File: src/rtl/rom_load_ctrl_pkg.sv
// Shared definitions for the Druaga ROM loader: FSM states and the ROM region map.
// The map is fixed here; rom_region_dec and rom_load_ctrl both read it.
package druaga_load_pkg;

  typedef enum logic [1:0] {
    RUN  = 2'd0,
    LOAD = 2'd1,
    HOLD = 2'd2
  } load_state_t;

  localparam int NREG = 8;

  localparam logic [24:0] TOTAL_BYTES = 25'h13400;

  // Regions in order: main, sub, bgchr, spr, pal, bgclut, sprclut, wave.
  localparam logic [24:0] REG_BASE [NREG] = '{
    25'h00000, 25'h08000, 25'h0A000, 25'h0B000,
    25'h13000, 25'h13100, 25'h13200, 25'h13300
  };

  localparam logic [24:0] REG_SIZE [NREG] = '{
    25'h08000, 25'h02000, 25'h01000, 25'h08000,
    25'h00100, 25'h00100, 25'h00100, 25'h00100
  };

  function automatic logic in_region(input logic [24:0] addr, input int k);
    return (addr >= REG_BASE[k]) && (addr < (REG_BASE[k] + REG_SIZE[k]));
  endfunction

endpackage

File: src/rtl/rom_load_ctrl_if.sv
// ioctl download bus as driven by hps_io (master) and consumed by the loader (slave).
interface rom_load_ctrl_if;

  logic        ioctl_download;
  logic        ioctl_wr;
  logic [24:0] ioctl_addr;
  logic [7:0]  ioctl_dout;
  logic [7:0]  ioctl_index;

  modport master (
    output ioctl_download,
    output ioctl_wr,
    output ioctl_addr,
    output ioctl_dout,
    output ioctl_index
  );

  modport slave (
    input ioctl_download,
    input ioctl_wr,
    input ioctl_addr,
    input ioctl_dout,
    input ioctl_index
  );

endinterface

File: src/rtl/rom_load_ctrl_region_dec.sv
// Combinational ROM address decoder: stream byte address -> region hit, one-hot select
// and region-local address.
module rom_region_dec
  import druaga_load_pkg::*;
(
  input  logic [24:0]     addr,
  output logic            hit,
  output logic [NREG-1:0] sel,
  output logic [16:0]     local_addr
);

  // Regions never overlap, so at most one iteration matches. Region offsets fit in
  // 17 bits, so the subtraction can be done on the low bits only.
  always_comb begin
    hit        = 1'b0;
    sel        = '0;
    local_addr = '0;
    for (int k = 0; k < NREG; k++) begin
      if (in_region(addr, k)) begin
        hit        = 1'b1;
        sel[k]     = 1'b1;
        local_addr = addr[16:0] - REG_BASE[k][16:0];
      end
    end
  end

endmodule

File: src/rtl/rom_load_ctrl.sv
// Sequences the ioctl download into the game core and owns core reset.
// Optional feature macro: ROM_LOAD_CHECKSUM_EN (16-bit additive checksum on rom_sum).
module rom_load_ctrl
  import druaga_load_pkg::*;
#(
  parameter logic [7:0] ROM_IDX   = 8'd0,
  parameter logic [7:0] TITLE_IDX = 8'd1,
  parameter int         HOLD_CYC  = 1024
) (
  input  logic              clk_sys,
  input  logic              RESET,
  input  logic              user_reset,
  rom_load_ctrl_if.slave    ioctl,
  output logic [NREG-1:0]   rom_we,
  output logic [16:0]       rom_addr,
  output logic [7:0]        rom_dt,
  output logic [3:0]        tno,
  output logic              title_ok,
  output logic              core_reset,
  output logic              busy,
  output logic              load_err,
  output logic [15:0]       rom_sum
);

  localparam int HW = (HOLD_CYC > 1) ? $clog2(HOLD_CYC) : 1;
  localparam logic [HW-1:0] HOLD_LAST = HW'(HOLD_CYC - 1);

  load_state_t     state;
  logic [HW-1:0]   hold_cnt;
  logic [24:0]     byte_cnt;
  logic [24:0]     byte_cnt_nxt;

  logic            dec_hit;
  logic [NREG-1:0] dec_sel;
  logic [16:0]     dec_local;

  logic            rom_idx;
  logic            rom_acc;
  logic            rom_hit;
  logic            title_wr;
  logic            load_entry;
  logic            load_exit;

  rom_region_dec u_dec (
    .addr       (ioctl.ioctl_addr),
    .hit        (dec_hit),
    .sel        (dec_sel),
    .local_addr (dec_local)
  );

  assign rom_idx    = (ioctl.ioctl_index == ROM_IDX);
  assign rom_acc    = ioctl.ioctl_wr && rom_idx && (state == LOAD);
  assign rom_hit    = rom_acc && dec_hit;
  assign title_wr   = ioctl.ioctl_wr && (ioctl.ioctl_index == TITLE_IDX) &&
                      (ioctl.ioctl_addr == 25'd0) && (state == LOAD);
  assign load_entry = (state != LOAD) && ioctl.ioctl_download;
  assign load_exit  = (state == LOAD) && !ioctl.ioctl_download;

  // The final byte may arrive on the same edge the window closes, so the length
  // check looks at the count including this cycle's byte.
  assign byte_cnt_nxt = (rom_hit && (byte_cnt != '1)) ? byte_cnt + 25'd1 : byte_cnt;

  assign busy = core_reset;

  // Download always wins; user_reset only matters outside LOAD.
  always_ff @(posedge clk_sys or posedge RESET) begin
    if (RESET) begin
      state      <= HOLD;
      hold_cnt   <= '0;
      core_reset <= 1'b1;
    end else begin
      case (state)
        RUN: begin
          if (ioctl.ioctl_download) begin
            state      <= LOAD;
            core_reset <= 1'b1;
          end else if (user_reset) begin
            state      <= HOLD;
            hold_cnt   <= '0;
            core_reset <= 1'b1;
          end
        end
        LOAD: begin
          if (!ioctl.ioctl_download) begin
            state    <= HOLD;
            hold_cnt <= '0;
          end
        end
        HOLD: begin
          if (ioctl.ioctl_download) begin
            state <= LOAD;
          end else if (user_reset) begin
            hold_cnt <= '0;
          end else if (hold_cnt == HOLD_LAST) begin
            state      <= RUN;
            core_reset <= 1'b0;
          end else begin
            hold_cnt <= hold_cnt + 1'b1;
          end
        end
        default: begin
          state      <= HOLD;
          hold_cnt   <= '0;
          core_reset <= 1'b1;
        end
      endcase
    end
  end

  always_ff @(posedge clk_sys or posedge RESET) begin
    if (RESET) begin
      rom_we   <= '0;
      rom_addr <= '0;
      rom_dt   <= '0;
      tno      <= '0;
      title_ok <= 1'b0;
      byte_cnt <= '0;
      load_err <= 1'b0;
    end else begin
      rom_we <= rom_hit ? dec_sel : '0;
      if (rom_hit) begin
        rom_addr <= dec_local;
        rom_dt   <= ioctl.ioctl_dout;
      end
      if (title_wr) begin
        tno      <= ioctl.ioctl_dout[3:0];
        title_ok <= (ioctl.ioctl_dout[3:0] >= 4'd1) && (ioctl.ioctl_dout[3:0] <= 4'd4);
      end
      byte_cnt <= load_entry ? 25'd0 : byte_cnt_nxt;
      if (load_entry && rom_idx) begin
        load_err <= 1'b0;
      end else if (rom_acc && !dec_hit) begin
        load_err <= 1'b1;
      end else if (load_exit && rom_idx && (byte_cnt_nxt != TOTAL_BYTES)) begin
        load_err <= 1'b1;
      end
    end
  end

`ifdef ROM_LOAD_CHECKSUM_EN
  logic [15:0] sum_q;

  always_ff @(posedge clk_sys or posedge RESET) begin
    if (RESET) begin
      sum_q <= '0;
    end else if (load_entry && rom_idx) begin
      sum_q <= '0;
    end else if (rom_hit) begin
      sum_q <= sum_q + {8'h00, ioctl.ioctl_dout};
    end
  end

  assign rom_sum = sum_q;
`else
  assign rom_sum = 16'h0;
`endif

endmodule

File: src/flat_wrapper.sv
// flat-port wrapper written by rule: the top's interface ports become plain ports
module rom_load_ctrl_flat import druaga_load_pkg::*;
#(
  parameter logic [7:0] ROM_IDX   = 8'd0,
  parameter logic [7:0] TITLE_IDX = 8'd1,
  parameter int         HOLD_CYC  = 1024
)
  (clk_sys, RESET, user_reset, rom_we, rom_addr, rom_dt, tno, title_ok, core_reset, busy, load_err, rom_sum, ioctl_ioctl_download, ioctl_ioctl_wr, ioctl_ioctl_addr, ioctl_ioctl_dout, ioctl_ioctl_index);
  rom_load_ctrl_if ioctl_i ();
  input  logic clk_sys;
  input  logic RESET;
  input  logic user_reset;
  output logic [NREG-1:0] rom_we;
  output logic [16:0] rom_addr;
  output logic [7:0] rom_dt;
  output logic [3:0] tno;
  output logic title_ok;
  output logic core_reset;
  output logic busy;
  output logic load_err;
  output logic [15:0] rom_sum;
  input wire logic [$bits(ioctl_i.ioctl_download)-1:0] ioctl_ioctl_download;
  input wire logic [$bits(ioctl_i.ioctl_wr)-1:0] ioctl_ioctl_wr;
  input wire logic [$bits(ioctl_i.ioctl_addr)-1:0] ioctl_ioctl_addr;
  input wire logic [$bits(ioctl_i.ioctl_dout)-1:0] ioctl_ioctl_dout;
  input wire logic [$bits(ioctl_i.ioctl_index)-1:0] ioctl_ioctl_index;
  assign ioctl_i.ioctl_download = ioctl_ioctl_download;
  assign ioctl_i.ioctl_wr = ioctl_ioctl_wr;
  assign ioctl_i.ioctl_addr = ioctl_ioctl_addr;
  assign ioctl_i.ioctl_dout = ioctl_ioctl_dout;
  assign ioctl_i.ioctl_index = ioctl_ioctl_index;
  rom_load_ctrl #(.ROM_IDX(ROM_IDX), .TITLE_IDX(TITLE_IDX), .HOLD_CYC(HOLD_CYC)) u_core (.clk_sys(clk_sys), .RESET(RESET), .user_reset(user_reset), .ioctl(ioctl_i), .rom_we(rom_we), .rom_addr(rom_addr), .rom_dt(rom_dt), .tno(tno), .title_ok(title_ok), .core_reset(core_reset), .busy(busy), .load_err(load_err), .rom_sum(rom_sum));
endmodule
File: config.mk
export PLATFORM = sky130hd
export DESIGN_NAME = rom_load_ctrl_flat
export DESIGN_NICKNAME = d
export VERILOG_FILES = /design/src/rtl/rom_load_ctrl_pkg.sv /design/src/rtl/rom_load_ctrl_if.sv /design/src/rtl/rom_load_ctrl_region_dec.sv /design/src/rtl/rom_load_ctrl.sv /design/src/flat_wrapper.sv
export SDC_FILE = /design/constraint.sdc
export NUM_CORES = 1
export LEC_CHECK = 0
export ABC_AREA = 1
export CAP_MARGIN = 5
export CELL_PAD_IN_SITES_DETAIL_PLACEMENT = 1
export CELL_PAD_IN_SITES_GLOBAL_PLACEMENT = 1
export CORE_ASPECT_RATIO = 2
export CORE_MARGIN = 2
export CORE_UTILIZATION = 35
export CTS_BUF_LIST = sky130_fd_sc_hd__clkbuf_4
export DETAILED_ROUTE_END_ITERATION = 8
export GPL_TIMING_DRIVEN = 0
export PLACE_DENSITY_LB_ADDON = 0.1
export SYNTH_ARGS = -nofsm -noshare
export SYNTH_HDL_FRONTEND = slang
export SYNTH_HIERARCHICAL = 1
export SYNTH_SLANG_ARGS = --single-unit
File: constraint.sdc
create_clock -name clk_sys -period 3.3 [get_ports clk_sys]
set_clock_uncertainty 0.1 [all_clocks]
set_input_delay 0.99 -clock clk_sys [delete_from_list [all_inputs] [get_ports clk_sys]]
set_output_delay 0.99 -clock clk_sys [all_outputs]
set_load 0.05 [all_outputs]
# Word-level counts from Yosys, hierarchy flattened
# Cells that the tools add are included.
[totals]
mem_count = 0
romBits = 0
out_inout_bits = 57
latch_bits = 0
wordCells = 135
regBits = 77
ramBits = 0
[classes]
n_shift = 0
n_eq_ne = 17
add_sub_neg = 9
order_cmp = 18
bitwise_logic = 1
muxes = 49
multipliers = 0
div = 0
reduce_logical = 31
[op_table]
columns = ["operator", "count"]
rows = [
  ["17-bit two-way mux", 8],
  ["25-bit by 17-bit < comparator with 1-bit output (second input constant)", 5],
  ["25-bit by 17-bit >= comparator with 1-bit output (second input constant)", 4],
  ["25-bit by 16-bit >= comparator with 1-bit output (second input constant)", 3],
  ["25-bit by 16-bit < comparator with 1-bit output (second input constant)", 3],
  ["17-bit subtractor (second input constant)", 4],
  ["10-bit two-way mux", 6],
  ["17-bit by 16-bit subtractor with 17-bit output (second input constant)", 3],
  ["25-bit two-way mux", 2],
  ["10-bit one-hot mux with 3 select lines", 1],
  ["25-bit by 1-bit adder with 25-bit output (second input constant)", 1],
  ["25-bit by 1-bit >= comparator with 1-bit output (second input constant)", 1],
  ["25-bit zero test", 1],
  ["25-bit by 17-bit != test with 1-bit output (second input constant)", 1],
  ["25-bit != test (second input constant)", 1],
  ["1-bit two-way mux", 23],
  ["1-bit logical AND", 22],
  ["2-bit two-way mux", 6],
  ["10-bit by 1-bit adder with 10-bit output (second input constant)", 1],
  ["10-bit equality test (second input constant)", 1],
  ["2-bit != test (second input constant)", 5],
  ["5-bit AND reduction", 2],
  ["3-bit != test (second input constant)", 3],
  ["8-bit by 1-bit equality test with 1-bit output (second input constant)", 1],
  ["other kinds (15)", 17],
]

# Longest topological paths before layout
# Gate-level depths: netlist (run 1).
[logic_depth]
depth_word = 18
ltp_mapped = 26
depth_no_buf = 25

# By module
# The synthesis (run 1) kept the hierarchy.
[modules_own_cells]
columns = ["module", "n_inst", "area_per_inst_um2", "cells_per_inst"]
rows = [
  ["rom_load_ctrl", 1, 4389.2, 604],
  ["rom_region_dec", 1, 1884.3, 346],
]

# Least setup slack after synthesis (run 1)
# OpenSTA, ideal clock, no wires.
[synth_timing]
path_kind = "input-to-reg"
startpoint = "in ioctl_ioctl_addr[16]"
endpoint = "reg u_core.load_err"
slack_ps = -281
cell_stages = 23
t_arrival_ps = 3355
setup_ps = 126
cell_sequence = "buf_2 clkinv_1 ha_1 nand2_1 nand2_1 a21oi_1 inv_1 nand2_1 inv_1 nand4_4 nor2_8 inv_2 inv_1 nor2_4 nand2_2 buf_6 xor2_2 nor2_1 nand2_1 nor2_1 nand2_1 nand2_1 a21oi_2"
[synth_between]
elab_chain_cells = 16
elab_cells_between_ends = 42
[synth_rtl]
columns = ["element", "line", "rtl"]
rows = [
  ["start, declared", "flat_wrapper.sv:24", "input wire logic [$bits(ioctl_i.ioctl_addr)-1:0] ioctl_ioctl_addr;"],
  ["25-bit by 1-bit >= comparator with 1-bit output / 25-bit by 16-bit < comparator with 1-bit output (equally long branches)", "rom_load_ctrl_pkg.sv:27", "return (addr >= REG_BASE[k]) && (addr < (REG_BASE[k] + REG_SIZE[k]));"],
  ["1-bit logical AND", "rom_load_ctrl_pkg.sv:27", ""],
  ["1-bit two-way mux (7 in series)", "rom_load_ctrl_region_dec.sv:19", "if (in_region(addr, k)) begin"],
  ["1-bit two-way mux *", "rom_load_ctrl_region_dec.sv:19", ""],
  ["net u_core.dec_hit", "rom_load_ctrl.sv:33", "logic dec_hit;"],
  ["1-bit logical AND", "rom_load_ctrl.sv:53", "assign rom_hit = rom_acc && dec_hit;"],
  ["1-bit logical AND", "rom_load_ctrl.sv:61", "assign byte_cnt_nxt = (rom_hit && (byte_cnt != '1)) ? byte_cnt + 25'd1 : byte_cnt;"],
  ["25-bit two-way mux", "rom_load_ctrl.sv:61", ""],
  ["25-bit by 17-bit != test with 1-bit output", "rom_load_ctrl.sv:134", "end else if (load_exit && rom_idx && (byte_cnt_nxt != TOTAL_BYTES)) begin"],
  ["1-bit logical AND", "rom_load_ctrl.sv:134", ""],
  ["3-bit nonzero test (no source line)", "--", ""],
  ["end signal, assigned", "rom_load_ctrl.sv:131", "load_err <= 1'b0;"],
  ["end signal, assigned", "rom_load_ctrl.sv:133", "load_err <= 1'b1;"],
  ["end signal, assigned", "rom_load_ctrl.sv:135", "load_err <= 1'b1;"],
  ["end, declared", "rom_load_ctrl.sv:21", "output logic load_err,"],
]
# The timed path passes the listed nets; every way through them passes the cells marked *.
# A chain may end at the register's enable or synchronous reset.

# Final worst setup path (run 1)
[layout_timing]
startpoint = "in ioctl_ioctl_addr[9]"
endpoint = "reg u_core.load_err"
# Same word-level chain as after synthesis.

==> results of run 1 <==
[synthesized netlist by cell type, drive strengths merged, types with 9 or more instances]
library cell | number | area (um^2)
a21oi | 34 | 185
nand3 | 56 | 320
xor2 | 22 | 200
dfrtp | 75 | 1880
inv | 124 | 468
buf | 27 | 211
nand4 | 15 | 109
nor2 | 148 | 727
nand3b | 9 | 80.1
clkbuf | 9 | 33.8
ha | 17 | 213
o21ai | 44 | 228
nand2 | 330 | 1320
[power breakdown]
part           internal (W)  total (W)  switching (W)  leakage (nW)
Sequential         0.000955   0.000963     0.00000812          1.07
Combinational      0.000168   0.000455       0.000287          2.94
Clock              0.000464   0.000870       0.000406         0.111
Total               0.00159    0.00229       0.000701          4.12
[metrics by stage]
step / cell area (um^2) / instances / hold slack, ns / TNS [ns]
finish: 8700 / 1344 / 0.395 / -0.0959
global route: 8700 / 1344 / 0.422 / -0.396
CTS: 8410 / 1327 / 0.403 / 0
detailed placement: 7560 / 1265 / 0.369 / -84.75
global placement: 7530 / 1264 / 0.362 / -185.36
floorplan: 6400 / 965 / 0.348 / -0.0456
[worst max path at each step]
stage | start | to | slack, ns | cells after the start
after floorplan | ioctl_ioctl_addr[14] | u_core/load_err | -0.05 | 26
after global placement | ioctl_ioctl_addr[9] | u_core/load_err | -1.86 | 23
after detailed placement | ioctl_ioctl_addr[9] | u_core/load_err | -1.87 | 23
after CTS | ioctl_ioctl_addr[14] | u_core/load_err | 0.0004 | 27
after global routing | ioctl_ioctl_addr[9] | u_core/load_err | -0.16 | 24
final | ioctl_ioctl_addr[9] | u_core/load_err | -0.1 | 25
[what timing repair did]
| item | CTS | global route |
|---|---|---|
| gates resized for setup | 171 | 72 |
| pin swaps | 54 | 55 |
| cloned | 1 | 0 |
| buffers inserted | 45 | 17 |
| endpoints found under the setup margin | 59 | 28 |
[registers in the layout (all words and copies together) (netlist names)]
signal,count
u_core/hold_cnt,10
u_core/title_ok,1
u_core/load_err,1
u_core/state,2
u_core/tno,4
u_core/rom_dt,8
u_core/byte_cnt,25
u_core/rom_we,8
u_core/busy,1
u_core/rom_addr,17
[kinds of logic (layout without fill, tap and decap cells)]
family	after synthesis	after routing	synth area share
other	1	18	0.000598
xor gates and xnor gates	26	26	0.0375
AOI/OAI and AO/OA	90	90	0.0798
buffers and inverters	161	325	0.114
DFF	77	77	0.308
adders and majority gates	17	17	0.0339
and+or+nand+nor	578	578	0.426
[layer usage]
metal  vias to the layer above  part of all wire  wire (um)
li1                       3279                 -          -
met5                         -                 0          0
met4                         0             0.076       1810
met1                      3272              0.32       7610
met3                        91             0.021        494
met2                       147              0.58      13900
[layout make-up]
type                    instances  area, um^2  area share
flip-flops and latches         77        1930       0.222
repair buffers                150        1340       0.155
clock buffers                   9        67.6     0.00777
inverters                     125         517      0.0594
clock inverters                 7         146      0.0168
well taps                     213         267      0.0306
diodes                          2        5.00    0.000575
multi-input cells             727        4170       0.480
plain buffers                  34         248      0.0285
[critical path: stages]
cell and delay (ns):
buf_12 0.08, clkinvlp_4 0.21, ha_4 0.25, nand2_4 0.06, nand2_4 0.06, nor2_4 0.14
nor2_8 0.06, nand2_2 0.08, inv_2 0.05, nand2_4 0.09, nand4_4 0.17, nor2_8 0.17
inv_4 0.06, nand3_4 0.23, nor2_4 0.07, nand2_1 0.06, nand2_1 0.07, nand2_1 0.08
nand2_1 0.07, nor2_2 0.15, nand2_2 0.09, nor2_4 0.15, nand2_2 0.09, nand2_2 0.07
a21oi_2 0.05
==> qor.yml, run 1 <==
io_pins: 103
holdBufCountCts: 0
gp_congestion: 0.921
max_freq_mhz: 294
routed_wl_um: 23900
fp-row-count: 69
status: "finished with violations"
post-route-period-util: 1.03
setup_ws_ns: -0.0959
maxSlewViolCount: 0
io_buffers: 86
cts-root-buf: "clkbuf_4"
hpwl_um: 17800
drc_errors: 0
whs_endpoint: "u_core/rom_addr[13]"
ff2ff_path_depth: 15
hold_viol: 0
routed_via_density: 5.05
syn_area_um2: 6270
maxCapViolCount: 0
violations: "setup timing"
syn-instance-count: 950
peakVddDrop_mv: 0.184
hold_depth: 2
post-route-util: 0.491
path_class: "in -> reg"
antenna_found_initial: 2
drive_above_1_share: 0.268
synth.avg_cell_area_um2: 6.60
yosys_register_bits: 77
die_area_um2: 19100
grt_usage: 0.254
areaGrowthSynthToFinish_pct: 38.6
start_kind: "input pin"
critPathArrivalTime_ns: 3.68
cts_max_path_buffers: 2
r2r_slack_ns: 0.77
ant_nets: 0
fillers: 2270
die_x_um: 98.7
grt_pass1_wl_um: 37600
synthArstFlopShare: 1.00
end_kind: "flop"
final_nets: 1187
grt.overflow.total: 0
clkLatencyLatePin_ns: 0.49
clk_pin_slew_worst_paths_ns: 0.15
initial_utilization: 0.354
setup_violations: 1
totalPowerFinal_w: 0.00229
grt_util_met3: 0.0311
drt_iter0_drc: 166
hold_start: "u_core/rom_addr[13]"
wl_per_cell_um: 17.8
chipHeight_um: 193
cts_tree: "done"
clock-sinks: 77
cts_inserted_buffers: 9
grt_start_max_net_pins: 65
ys_types: 48
vias: 6789
yosysWarnings: 6
use_met1: 0.228
grt_pass1_vias: 7441
synth_edf_count: 0
synth_ff_type: "dfrtp_1"
preCtsSetupSlack_ns: -1.87
rr_endpoint: "u_core/load_err"
crit-reg2reg-launch: "u_core/state[0]"
power_density_nw_per_um2: 263
hold_class: "reg -> reg"
finalCriticalPeriod_ns: 3.40
ys_seq_area_frac: 0.308
met2_usage: 0.499
tightest_slew_ns: 0.642
gr-max-usage-layer: "met2"
cts_max_level: 3
rsz0062_at_grt: "true"
path_max_fanout: 8
slew_headroom: 0.572
mostFrequentLayoutCell: "nand2_1"
leakagePower_nw: 4.12
coreArea_um2: 17700
final_cell_mix: "nand2_1, inv_1, nor2_1"
first_pass_iters: 4
worstPathRequired_ns: 3.59
(Power assumes the default switching activity.)
==> run 2: changes to the inputs <==
--- a/config.mk
+++ b/config.mk
@@ -16,6 +16,7 @@
 export DETAILED_ROUTE_END_ITERATION = 8
 export GPL_TIMING_DRIVEN = 0
 export PLACE_DENSITY_LB_ADDON = 0.1
+export RECOVER_POWER = 25
 export SYNTH_ARGS = -nofsm -noshare
 export SYNTH_HDL_FRONTEND = slang
 export SYNTH_HIERARCHICAL = 1
==> run 2 against run 1 <==
Sequential power about the same. Largest cell class unchanged. The run still ends with setup timing left. Core utilization is 0.12 points lower. Sequential cell count stayed put. Critical path type unchanged. First-iteration DRC count decreased by 1.8%. Cell count did not move.
==> qor.yml, run 2 (synthesized netlist as in run 1, its figures left out) <==
clockPowerShare: 0.381  # about the same
maxSlewViolCount: 0  # unchanged
areaGrowthSynthToFinish_pct: 38.3
maxCapViolCount: 0  # unchanged
setup_ws_ns: -0.0923  # +0.00360 ns
chipHeight_um: 193  # unchanged
leakagePower_nw: 4.10  # -0.30%
hold_class: "reg -> reg"
finalCriticalPeriod_ns: 3.39  # -0.00360 ns
post-route-period-util: 1.03  # -0.00109
worstPathRequired_ns: 3.59  # about the same
die_area_um2: 19100  # unchanged
reg_top3: "u_core/byte_cnt x25, u_core/rom_addr x17, u_core/hold_cnt x10"
clkLatencyLatePin_ns: 0.49  # about the same
fillers: 2273  # +0.13%
violations: "setup timing"
cts_tree: "done"
p_sw_w: 0.000700  # about the same
preCtsSetupSlack_ns: -1.87  # unchanged
critPathArrivalTime_ns: 3.68  # about the same
drt_iter0_drc: 163  # -1.8%
wl_per_cell_um: 17.8  # about the same
cpPeakStageDelay_ns: 0.25  # about the same
final_cell_mix: "nand2_1, inv_1, nor2_1"
die_x_um: 98.7  # unchanged
path_max_fanout: 8  # unchanged
crit_buf_inv: 4  # unchanged
setup_violations: 1  # unchanged
hold_depth: 2  # unchanged
grt.overflow.total: 0  # unchanged
top_register: "u_core/byte_cnt"
drc_errors: 0  # unchanged
crit_start: "ioctl_ioctl_addr[9]"
grt_start_max_net_pins: 65  # unchanged
mostFrequentLayoutCell: "nand2_1"
io_pins: 103  # unchanged
final_nets: 1187  # unchanged
holdBufCountCts: 0  # unchanged
crit_cells: 25  # unchanged
tightest_slew_ns: 0.962  # +0.321 ns
cts_max_level: 3  # unchanged
hold_viol: 0  # unchanged
seqCellArea_um2: 1930  # unchanged
grt_pass1_wl_um: 37600  # unchanged
p_sw_frac: 0.306  # about the same
multi_input_area_um2: 4170  # unchanged
grt_usage: 0.254  # unchanged
clock-sinks: 77  # unchanged
intPower_w: 0.00158  # -0.19%
drive_above_1_share: 0.268  # unchanged
first_pass_iters: 4  # unchanged
vias: 6785  # -0.059%
hpwl_um: 17800  # unchanged
cts_inserted_buffers: 9  # unchanged
path_class: "in -> reg"
initial_utilization: 0.354  # unchanged
routed_wl_um: 23900  # about the same
ff2ff_path_depth: 15  # unchanged
end_kind: "flop"
final_area_um2: 8680  # -0.24%
hold_start: "u_core/rom_addr[13]"
coreArea_um2: 17700  # unchanged
cts-root-buf: "clkbuf_4"
fp-row-count: 69  # unchanged
rsz0062_at_grt: "true"
crit-reg2reg-launch: "u_core/state[0]"
start_kind: "input pin"
power_density_nw_per_um2: 263  # about the same
comb_power_share: 0.197  # -0.002
slew_headroom: 0.358  # -0.214
seqPwrFrac: 0.422  # about the same
crit_family: "simple AND/OR/NAND/NOR gates"
routed_via_density: 5.05  # about the same
cts_max_path_buffers: 2  # unchanged
max_freq_mhz: 295  # +0.11%
largest_register_ffs: 25  # unchanged
antenna_found_initial: 2  # unchanged
peakVddDrop_mv: 0.185  # +0.34%
crit_slowest_cell: "ha_4"
clk_pin_slew_worst_paths_ns: 0.15  # about the same
ant_nets: 0  # unchanged
gp_congestion: 0.921  # unchanged
io_buffers: 86  # unchanged
grt_pass1_vias: 7441  # unchanged
placed_area_um2: 7560  # unchanged
status: "finished with violations"
[run 2: cell count changes in the layout (fill, tap and decap cells not counted), sizes merged]
cell,change
buf,-1
clkbuf,+1
clkdlybuf4s50,-1
clkinvlp,+1
dlygate4sd3,+1
inv,-1
[run 2: stage by stage]
| stage | std cells | TNS [ns] | utilization | hold slack (ns) | total power [W] |
|---|---|---|---|---|---|
| floorplan | 965 | -0.0456 | - | 0.348 | 0.00122 |
| global placement | 1264 | -185.36 | 0.425 | 0.362 | 0.00137 |
| detailed placement | 1265 | -84.75 | 0.427 | 0.369 | 0.00138 |
| CTS | 1327 | 0 | 0.475 | 0.403 | 0.00230 |
| global route | 1344 | -0.396 | 0.490 | 0.422 | 0.00239 |
| finish | 1344 | -0.0923 | 0.490 | 0.396 | 0.00228 |
[run 2: metal layers]
metal,share of wire,GRT usage,vias up
met5,0,0,-
met2,0.58,0.499,148
li1,-,-,3278
met1,0.32,0.228,3271
met4,0.076,0.182,0
met3,0.023,0.0311,88
[run 2: power by group through the flow]
stage	logic (W)	registers [W]	clock network (W)
after floorplan	0.000231	0.000992	0
after global placement	0.000385	0.000981	0
after detailed placement	0.000393	0.000982	0
after CTS	0.000431	0.000964	0.000905
after global routing	0.000487	0.000966	0.000933
final	0.000451	0.000963	0.000870
[run 2: worst paths after layout]
check                                 endpoint  slack, ns
max                            u_core/load_err      -0.09
min reg2reg                u_core/rom_addr[13]       0.40
min in group asynchronous  u_core/rom_addr[14]       0.89
max reg2reg                    u_core/load_err       0.77
max in group asynchronous      u_core/title_ok       0.81
min                        u_core/rom_addr[13]       0.40
[run 2: final cells by class]
type	count	share of cell area
Antenna cell	2	0.000577
Sequential cell	77	0.222
Clock buffer	9	0.00779
Tap cell	213	0.0307
Timing Repair Buffer	150	0.153
Inverter	125	0.0594
Clock inverter	7	0.0169
Buffer	34	0.0286
Multi-Input combinational cell	727	0.481
[run 2: repair_timing]
| item | CTS | global route |
|---|---|---|
| buffers inserted | 45 | 17 |
| gates resized for setup | 171 | 72 |
| pin swaps | 54 | 55 |
| setup endpoints to repair | 59 | 28 |
| cloned | 1 | 0 |
[run 2: worst register-to-register path: cells and delay by family, from the launching register on]
kind	cells	cell delay [ns]
buffers and inverters	2	0.18
AO/OA/AOI/OAI	1	0.05
AND/OR/NAND/NOR	12	1.67
flip-flops	1	0.44
